--- src/rtl/axi_rd_arb_pkg.sv ---
// axi_rd_arb_pkg: shared types and constants for the two-requester AXI read arbiter.
// Holds the FSM state encoding, the requester count and a small index helper.
package axi_rd_arb_pkg;

   // Number of requesters sharing the read slave.
   localparam int NUM_REQ = 2;

   // AXI burst length field width on every AR channel.
   localparam int LEN_W = 8;

   // Arbiter phases: waiting for a request, presenting AR, forwarding R beats.
   typedef enum logic [1:0] {
      IDLE = 2'd0,
      ADDR = 2'd1,
      DATA = 2'd2
   } arb_state_t;

   // With two requesters the "other" one is simply the inverted index.
   function automatic logic other_req(input logic idx);
      return ~idx;
   endfunction

endpackage

--- src/rtl/axi_rd_arb_pick.sv ---
// axi_rd_arb_pick: winner selection for the read arbiter.
// AXI_RD_ARB_RR_EN defined   -> round-robin around the priority pointer.
// AXI_RD_ARB_RR_EN undefined -> fixed priority, requester 0 first; pointer ignored.
module axi_rd_arb_pick
   import axi_rd_arb_pkg::*;
(
   input  logic [NUM_REQ-1:0] i_req,
   input  logic               i_ptr,
   output logic               o_grant
);

`ifdef AXI_RD_ARB_RR_EN
   // Pointed-at requester wins if it is asking, otherwise the other one.
   always_comb begin
      o_grant = i_ptr;
      if (!i_req[i_ptr]) begin
         o_grant = other_req(i_ptr);
      end
   end
`else
   // Fixed priority has no use for the pointer; tie it off visibly.
   logic w_unused_ptr;
   assign w_unused_ptr = i_ptr;

   // Requester 0 wins whenever it is valid.
   always_comb begin
      o_grant = 1'b0;
      if (!i_req[0]) begin
         o_grant = 1'b1;
      end
   end
`endif

endmodule

--- src/rtl/axi_rd_arbiter.sv ---
// axi_rd_arbiter: two-requester AXI read arbiter in front of one shared read slave.
// Exactly one burst is outstanding at a time: IDLE picks a winner (registered, one
// cycle), ADDR forwards its AR, DATA steers R beats back until the rlast handshake.
// R payload is broadcast; only rvalid is steered to the granted requester.
// Build option: AXI_RD_ARB_RR_EN selects round-robin, otherwise fixed priority.
module axi_rd_arbiter
   import axi_rd_arb_pkg::*;
#(
   parameter int DATA_WIDTH = 32,
   parameter int ADDR_WIDTH = 32,
   parameter int ID_WIDTH   = 8
)(
   input  logic                          axi_clk,
   input  logic                          axi_reset,
   // requester AR channels, slice n belongs to requester n
   input  logic [NUM_REQ*ID_WIDTH-1:0]   s_axi_arid,
   input  logic [NUM_REQ*ADDR_WIDTH-1:0] s_axi_araddr,
   input  logic [NUM_REQ*LEN_W-1:0]      s_axi_arlen,
   input  logic [NUM_REQ-1:0]            s_axi_arvalid,
   output logic [NUM_REQ-1:0]            s_axi_arready,
   // requester R channels, payload broadcast
   output logic [ID_WIDTH-1:0]           s_axi_rid,
   output logic [DATA_WIDTH-1:0]         s_axi_rdata,
   output logic [1:0]                    s_axi_rresp,
   output logic                          s_axi_rlast,
   output logic [NUM_REQ-1:0]            s_axi_rvalid,
   input  logic [NUM_REQ-1:0]            s_axi_rready,
   // shared slave AR channel
   output logic [ID_WIDTH-1:0]           m_axi_arid,
   output logic [ADDR_WIDTH-1:0]         m_axi_araddr,
   output logic [LEN_W-1:0]              m_axi_arlen,
   output logic                          m_axi_arvalid,
   input  logic                          m_axi_arready,
   // shared slave R channel
   input  logic [ID_WIDTH-1:0]           m_axi_rid,
   input  logic [DATA_WIDTH-1:0]         m_axi_rdata,
   input  logic [1:0]                    m_axi_rresp,
   input  logic                          m_axi_rlast,
   input  logic                          m_axi_rvalid,
   output logic                          m_axi_rready
);

   arb_state_t r_state;
   arb_state_t w_state_nxt;
   logic       r_grant;
   logic       w_pick;
   logic       w_ptr;
   logic       w_req_any;
   logic       w_r_last_hs;

   // Per-requester views of the flat AR buses.
   logic [NUM_REQ-1:0][ID_WIDTH-1:0]   w_arid;
   logic [NUM_REQ-1:0][ADDR_WIDTH-1:0] w_araddr;
   logic [NUM_REQ-1:0][LEN_W-1:0]      w_arlen;

   assign w_arid    = s_axi_arid;
   assign w_araddr  = s_axi_araddr;
   assign w_arlen   = s_axi_arlen;
   assign w_req_any = |s_axi_arvalid;

   axi_rd_arb_pick u_pick (
      .i_req   (s_axi_arvalid),
      .i_ptr   (w_ptr),
      .o_grant (w_pick)
   );

`ifdef AXI_RD_ARB_RR_EN
   logic r_ptr;

   // Priority pointer swings away from the requester whose burst just completed.
   always_ff @(posedge axi_clk) begin
      if (axi_reset) begin
         r_ptr <= 1'b0;
      end else if (w_r_last_hs) begin
         r_ptr <= other_req(r_grant);
      end
   end

   assign w_ptr = r_ptr;
`else
   assign w_ptr = 1'b0;
`endif

   // State register; reset abandons any burst in flight.
   always_ff @(posedge axi_clk) begin
      if (axi_reset) begin
         r_state <= IDLE;
      end else begin
         r_state <= w_state_nxt;
      end
   end

   // Grant is captured only when leaving IDLE and held for the whole burst.
   always_ff @(posedge axi_clk) begin
      if (axi_reset) begin
         r_grant <= 1'b0;
      end else if (r_state == IDLE && w_req_any) begin
         r_grant <= w_pick;
      end
   end

   // AR payload always follows the grant; only the valid is phase-gated, so the
   // payload is stable for as long as the slave stalls arready.
   assign m_axi_arid   = w_arid[r_grant];
   assign m_axi_araddr = w_araddr[r_grant];
   assign m_axi_arlen  = w_arlen[r_grant];

   // R payload is broadcast; rvalid selects who actually takes the beat.
   assign s_axi_rid   = m_axi_rid;
   assign s_axi_rdata = m_axi_rdata;
   assign s_axi_rresp = m_axi_rresp;
   assign s_axi_rlast = m_axi_rlast;

   // Next state and handshake steering. Outside DATA m_axi_rready stays low so a
   // stray R beat is held at the slave instead of being lost.
   always_comb begin
      w_state_nxt   = r_state;
      m_axi_arvalid = 1'b0;
      m_axi_rready  = 1'b0;
      s_axi_arready = '0;
      s_axi_rvalid  = '0;
      w_r_last_hs   = 1'b0;
      case (r_state)
         IDLE: begin
            if (w_req_any) begin
               w_state_nxt = ADDR;
            end
         end
         ADDR: begin
            m_axi_arvalid          = s_axi_arvalid[r_grant];
            s_axi_arready[r_grant] = m_axi_arready;
            if (s_axi_arvalid[r_grant] && m_axi_arready) begin
               w_state_nxt = DATA;
            end
         end
         DATA: begin
            s_axi_rvalid[r_grant] = m_axi_rvalid;
            m_axi_rready          = s_axi_rready[r_grant];
            if (m_axi_rvalid && s_axi_rready[r_grant] && m_axi_rlast) begin
               w_r_last_hs = 1'b1;
               w_state_nxt = IDLE;
            end
         end
         default: begin
            w_state_nxt = IDLE;
         end
      endcase
   end

endmodule

--- config.mk ---
export PLATFORM = sky130hd
export DESIGN_NAME = axi_rd_arbiter
export DESIGN_NICKNAME = d
export VERILOG_FILES = /design/src/rtl/axi_rd_arb_pkg.sv /design/src/rtl/axi_rd_arb_pick.sv /design/src/rtl/axi_rd_arbiter.sv
export SDC_FILE = /design/constraint.sdc
export NUM_CORES = 1
export LEC_CHECK = 0
export CAP_MARGIN = 20
export CORE_AREA = 10 10 86 88
export CTS_BUF_LIST = sky130_fd_sc_hd__clkbuf_8
export CTS_CLUSTER_DIAMETER = 120
export DETAILED_ROUTE_END_ITERATION = 12
export DIE_AREA = 0 0 96 98
export PLACE_DENSITY = 0.87
export SYNTH_ARGS = -nofsm -noshare
export SYNTH_HDL_FRONTEND = slang
export SYNTH_SLANG_ARGS = --single-unit
--- constraint.sdc ---
create_clock -name axi_clk -period 2.3 [get_ports axi_clk]
set_input_delay 0.345 -clock axi_clk [delete_from_list [all_inputs] [get_ports axi_clk]]
set_output_delay 0.345 -clock axi_clk [all_outputs]
set_load 0.1 [all_outputs]
==> summary.txt, run 1 <==
GRT
  • Largest net degree at the start of global routing: 29
  • Initial antenna violation count: 0
  • Gr usage total: 12.4%
  • First-pass GRT wire length: 9240 um
  • Vias in the first global route: ~1500
  • Global route overflow: 0

Timing
  • Achievable Freq: 0.528 GHz
  • Post-Route Skew: approximately 0.62 ps
  • Max-slew violation count: 0
  • Fin. Hold Viols: 0
  • Slew margin rel.: around three quarters
  • Worst-Margin Slew: about 350 ps
  • Setup TNS: 0 ps
  • Minimum clock period: about 1900 ps
  • Final setup viols: 0
  • RSZ-0062 raised after global routing: no
  • Period utilization: between 80% and 90%

Route
  • Initial DRT Pass Iterations: 3
  • Final ANT Viol Nets: 0
  • DRT Wirelength: 6260 um
  • Vias: between 1000 and 1500
  • Wirelength per Cell: between 15 and 20 um
  • DR vias/cell: 4.19
  • DRC: 0
  • Initial drt markers: 21

Logic synthesis
  • Mapped Avg Cell Area: 8.98 um^2
  • Post-synthesis register bit count: 3
  • Yosys top cell area share: between 40% and 50%
  • Synthesized net count: between 200 and 300
  • Largest cells by area after synthesis: mux2_2, buf_4, dfxtp_1
  • Synthesized instance count: around 120
  • Synth unique cells: 18
  • Most area-hungry cell type in the Yosys netlist: mux2_2
  • Sequential area share after synthesis: under 10%
  • Mapped Area: ~1100 um^2
  • Yosys warnings: 0

Placed design
  • Placer Congestion: about 0.75
  • Placed cell area: roughly 3000 um^2
  • # port buffers: between 150 and 200
  • DPL Wire Length: about 5600 um

Clock tree
  • CTS tree: done
  • Clock root buffer: clkbuf_8
  • Total CTS buffers: 3
  • Clock slew at reported path FFs: 30 ps
  • Hold Buf Count CTS: 0
  • # Post-CTS Setup Buffers: 0
  • Resize count post-CTS: 0
  • H-tree Lvls: 1
  • Clock latency at the later pin of the worst-skew pair: ~210 ps
  • CTS sink count: 3
  • Maximum clock insertion buffer count: 2

Power
  • Seq pwr share: 3.9%
  • Sw power: around 0.8 mW
  • VDD IR max: about 0.28 mV
  • Clock power frac: about a tenth
  • Pleak: roughly 1.2 nW
  • Comb pwr share: between 80% and 90%
  • Sw frac: 52.9%
  • Cell area power density: between 500 and 600 nW/um^2
  • Int Power: between 0.7 and 0.8 mW

Layout
  • Fin nets: a little under 400
  • Share of cells above drive strength 1: between 40 and 50%
  • Most common cell after layout, fill and taps aside: clkdlybuf4s50_1
  • Final Instance Area: around 3000 um^2
  • Commonest cells after routing, fill and taps aside: clkdlybuf4s50_1, buf_12, mux2_2
  • P&R area growth vs syn: 177%
  • Number of diodes: 0

Worst setup path
  • Critical path class: reg -> out
  • Crit path arrival time: about 1600 ps
  • Critical Path RT: slightly below 2000 ps
  • Worst setup EP type: output port
  • CP startpoint kind: register
  • Reg-to-reg slack, setup: 810 ps
  • Critical path fanouts, max: 28

Die
  • Core ar.: roughly 5700 um^2
  • Die Y: 98 um
  • Die W: approximately 96 um
  • Placement row count: 28
  • # IOs: around 240
  • Die area: 9410 um^2
  • Initial Utilization: between 10% and 20%

Min path
  • Hold Path Class: reg -> reg

Run status
  • Status: complete, no violations

Flow run
  • Total of max-cap violations: 0
[worst paths after layout]
path | startpoint | to | depth (start not counted)
hold / removal | r_state[1] | r_state[0] | 1
setup reg to reg | r_grant | r_state[0] | 4
setup / recovery | r_grant | m_axi_arvalid | 4
hold reg to reg | r_state[1] | r_state[0] | 1
[kinds of logic after synthesis]
logic type,count (synthesis),share of synthesized area [%]
AND/OR/NAND/NOR,16,8.10
flip-flops,3,5.48
multiplexers,50,51.6
AO/OA/AOI/OAI,4,2.05
buffers and inverters,49,32.8
[critical path, cell delays in order (launching register included)]
cell     delay (ps)
dfxtp_2         310
buf_4           320
mux2_4          350
and2_1          190
buf_12          170
[final cells by class]
cell class,instances,area (um^2)
Fill cell,483,2710
Tap cell,75,93.8
Sequential cell,3,61.3
Multi-Input combinational cell,70,677
Clock inverter,1,3.75
Clock buffer,3,41.3
Timing Repair Buffer,161,2160
[registers in the layout, summed over array words and instances (netlist names)]
name	cells
r_state	2
r_grant	1
[stage by stage]
stage	cells	hold WS, ps	util (%)	worst slack (ps)	power [mW]
finish	313	512	52.8	406	1.54
global route	313	562	52.8	336	1.58
CTS	313	514	52.8	389	1.56
detailed placement	309	491	52.0	521	1.40
global placement	309	470	52.0	534	1.39
floorplan	122	414	-	26.7	1.17
[Yosys cell counts (all sizes together)]
library cell and number:
nor2 3, mux2 49, nand3 1, buf 49, a21oi 2, o21ai 1
nor4 1, nor3 1, nand2 3, mux2i 1, and3 3, a211oi 1
nor2b 3, and2 1, dfxtp 3
[per-layer routing]
layer / wire length (um) / up-vias / GRT usage, %
met5: 0 / - / 0
met4: 99 / 0 / 3.75
met3: 715 / 24 / 4.98
met2: 3530 / 86 / 23.8
met1: 1910 / 590 / 11.3
li1: - / 613 / -
[power by group through the flow]
stage | registers, mW | clock network [mW] | logic, mW
after floorplan | 0.0598 | 0 | 1.11
after global placement | 0.0607 | 0 | 1.33
after detailed placement | 0.0611 | 0 | 1.34
after CTS | 0.0605 | 0.152 | 1.34
after global routing | 0.0614 | 0.154 | 1.37
final | 0.0604 | 0.146 | 1.33
No activity file was read; power rests on OpenSTA's default activity.
==> run 2, diff against run 1 <==
--- a/config.mk
+++ b/config.mk
@@ -6,12 +6,12 @@
 export NUM_CORES = 1
 export LEC_CHECK = 0
 export CAP_MARGIN = 20
-export CORE_AREA = 10 10 86 88
+export CORE_AREA = 10 10 90 92
 export CTS_BUF_LIST = sky130_fd_sc_hd__clkbuf_8
 export CTS_CLUSTER_DIAMETER = 120
 export DETAILED_ROUTE_END_ITERATION = 12
-export DIE_AREA = 0 0 96 98
-export PLACE_DENSITY = 0.87
+export DIE_AREA = 0 0 100 102
+export PLACE_DENSITY = 0.8
 export SYNTH_ARGS = -nofsm -noshare
 export SYNTH_HDL_FRONTEND = slang
 export SYNTH_SLANG_ARGS = --single-unit
==> constraint.sdc (replaced) <==
create_clock -name axi_clk -period 2 [get_ports axi_clk]
set_input_delay 0.3 -clock axi_clk [delete_from_list [all_inputs] [get_ports axi_clk]]
set_output_delay 0.3 -clock axi_clk [all_outputs]
set_load 0.1 [all_outputs]
==> summary.txt, run 2 (synthesis gave the netlist of run 1 again) <==
Layout
  • Biggest register: r_state
  • Largest registers: r_state (2), r_grant (1)
  • Number of diodes: 0
  • Util after Layout: about half
  • Final Instance Area: approximately 3000 um^2
  • Fin nets: a little under 400
  • P&R area growth vs syn: 179%
  • Most common cell after layout, fill and taps aside: clkdlybuf4s50_1
  • Largest register FFs: 2
  • Fill count: 530
  • Commonest cells after routing, fill and taps aside: clkdlybuf4s50_1, buf_12, mux2_2
  • Share of cells above drive strength 1: between 40 and 50%

Timing
  • Achievable Freq: roughly 0.56 GHz
  • Hold Slack: just under 500 ps
  • Final setup viols: 0
  • Post-Route Skew: ~1.1 ps
  • Worst-Margin Slew: between 200 and 300 ps
  • Slew margin rel.: 80.7%
  • Setup TNS: 0 ps
  • RSZ-0062 raised after global routing: no
  • Fin. Hold Viols: 0
  • Max-slew violation count: 0
  • Minimum clock period: 1800 ps
  • Period utilization: between 80% and 90%

Die
  • Placement row count: 29
  • Die area: approximately 10000 um^2
  • Die Y: approximately 100 um
  • Die W: approximately 100 um
  • # IOs: about 240
  • Initial Utilization: 17.5%
  • Core ar.: ~6300 um^2

GRT
  • Initial antenna violation count: 0
  • GRT busiest layer: met2
  • Gr usage total: between 10 and 15%
  • Largest net degree at the start of global routing: 38
  • Vias in the first global route: approximately 1500
  • First-pass GRT wire length: about 9000 um
  • Met2 Usage GRT: a little over a fifth
  • Met1 usage: 10.1%
  • Global route overflow: 0
  • Met3 Usage GRT: under 10%

Worst setup path
  • Crit path arrival time: approximately 1500 ps
  • Critical path fanouts, max: 18
  • CP startpoint kind: register
  • Critical path class: reg -> out
  • FF-to-FF Start: r_grant
  • Critical Path RT: roughly 1700 ps
  • Reg-to-reg slack, setup: ~610 ps
  • Critical path origin: r_grant
  • Worst setup EP type: output port
  • Worst Reg-to-Reg Cells: 4
  • RR Endpoint: r_state[0]

Route
  • Vias: roughly 1300
  • DR vias/cell: approximately 4.2
  • Wirelength per Cell: roughly 20 um
  • Initial DRT Pass Iterations: 5
  • Initial drt markers: 45
  • Final ANT Viol Nets: 0
  • DRT Wirelength: ~6300 um
  • DRC: 0

Clock tree
  • Total CTS buffers: 3
  • Maximum clock insertion buffer count: 2
  • # Post-CTS Setup Buffers: 0
  • Hold Buf Count CTS: 0
  • Clock slew at reported path FFs: ~30 ps
  • Clock root buffer: clkbuf_8
  • CTS tree: done
  • CTS sink count: 3
  • H-tree Lvls: 1
  • Resize count post-CTS: 0
  • Clock latency at the later pin of the worst-skew pair: around 210 ps

Placed design
  • Placed cell area: around 3000 um^2
  • # port buffers: approximately 160
  • Placer Congestion: approximately 0.7
  • DPL Wire Length: ~5800 um

Power
  • Overall power: 1.78 mW
  • Pleak: between 1 and 1.5 nW
  • Cell area power density: between 500 and 600 nW/um^2
  • Seq pwr share: around 4.0%
  • Clock power frac: 9.6%
  • Sw frac: between 50% and 60%
  • Int Power: ~0.84 mW
  • Sw power: roughly 0.94 mW
  • Comb pwr share: 86.5%
  • VDD IR max: between 0.3 and 0.4 mV

Flow run
  • Total of max-cap violations: 0

Run status
  • Status: complete, no violations

Min path
  • Worst hold stages: 1
  • Hold path startpoint: r_state[1]
  • Hold Path Class: reg -> reg
  • Hold path endpoint: r_state[0]
run 2: cell types whose count changed in the layout (fill, tap and decap cells not counted):
cell     before  now
nor2b_1       3    2
nor2b_2       0    1
buf_4         2    1
buf_12       55   56
nor2_2        0    2
nor2_1        3    1
run 2: area by class of cell:
class | instances | area, um^2 | share of cell area, %
clock buffer | 3 | 41.3 | 1.35
clock inverter | 1 | 3.75 | 0.123
multi-input combinational | 70 | 684 | 22.4
sequential | 3 | 61.3 | 2.01
tap | 77 | 96.3 | 3.15
timing repair buffer | 161 | 2170 | 71.0
run 2: metrics by stage:
step / worst slack [ps] / instances
2_1_floorplan: 261 / 122
3_3_place_gp: 324 / 311
3_5_place_dp: 306 / 311
4_1_cts: 185 / 315
5_1_grt: 152 / 315
6_report: 201 / 315
run 2: power by group through the flow:
| stage | sequential [mW] | combinational [mW] | clock (mW) |
|---|---|---|---|
| 6_report | 0.0704 | 1.54 | 0.170 |
| 4_1_cts | 0.0703 | 1.55 | 0.175 |
| 3_3_place_gp | 0.0708 | 1.54 | 0 |
| 5_1_grt | 0.0711 | 1.58 | 0.178 |
| 3_5_place_dp | 0.0712 | 1.55 | 0 |
| 2_1_floorplan | 0.0688 | 1.27 | 0 |
run 2: layer usage:
| metal | up-vias | wire length [um] | part of all wire [%] |
|---|---|---|---|
| met1 | 579 | 2070 | 33 |
| met3 | 20 | 960 | 15 |
| met5 | - | 0 | 0 |
| met2 | 120 | 3190 | 50 |
| li1 | 611 | - | - |
| met4 | 0 | 111 | 1.8 |
run 2: how the worst max path moves through the flow:
stage | end | cells after the start | slack (ps)
after detailed placement | m_axi_arvalid | 4 | 310
after global routing | m_axi_arvalid | 4 | 150
after CTS | m_axi_arvalid | 4 | 180
after global placement | m_axi_arvalid | 4 | 320
after floorplan | s_axi_arready[1] | 3 | 260
final | m_axi_arvalid | 4 | 200
run 2: critical path: stages (launching register included):
cell and delay, ps:
dfxtp_2 340, buf_4 250, mux2_4 340, and2_1 190
buf_12 170
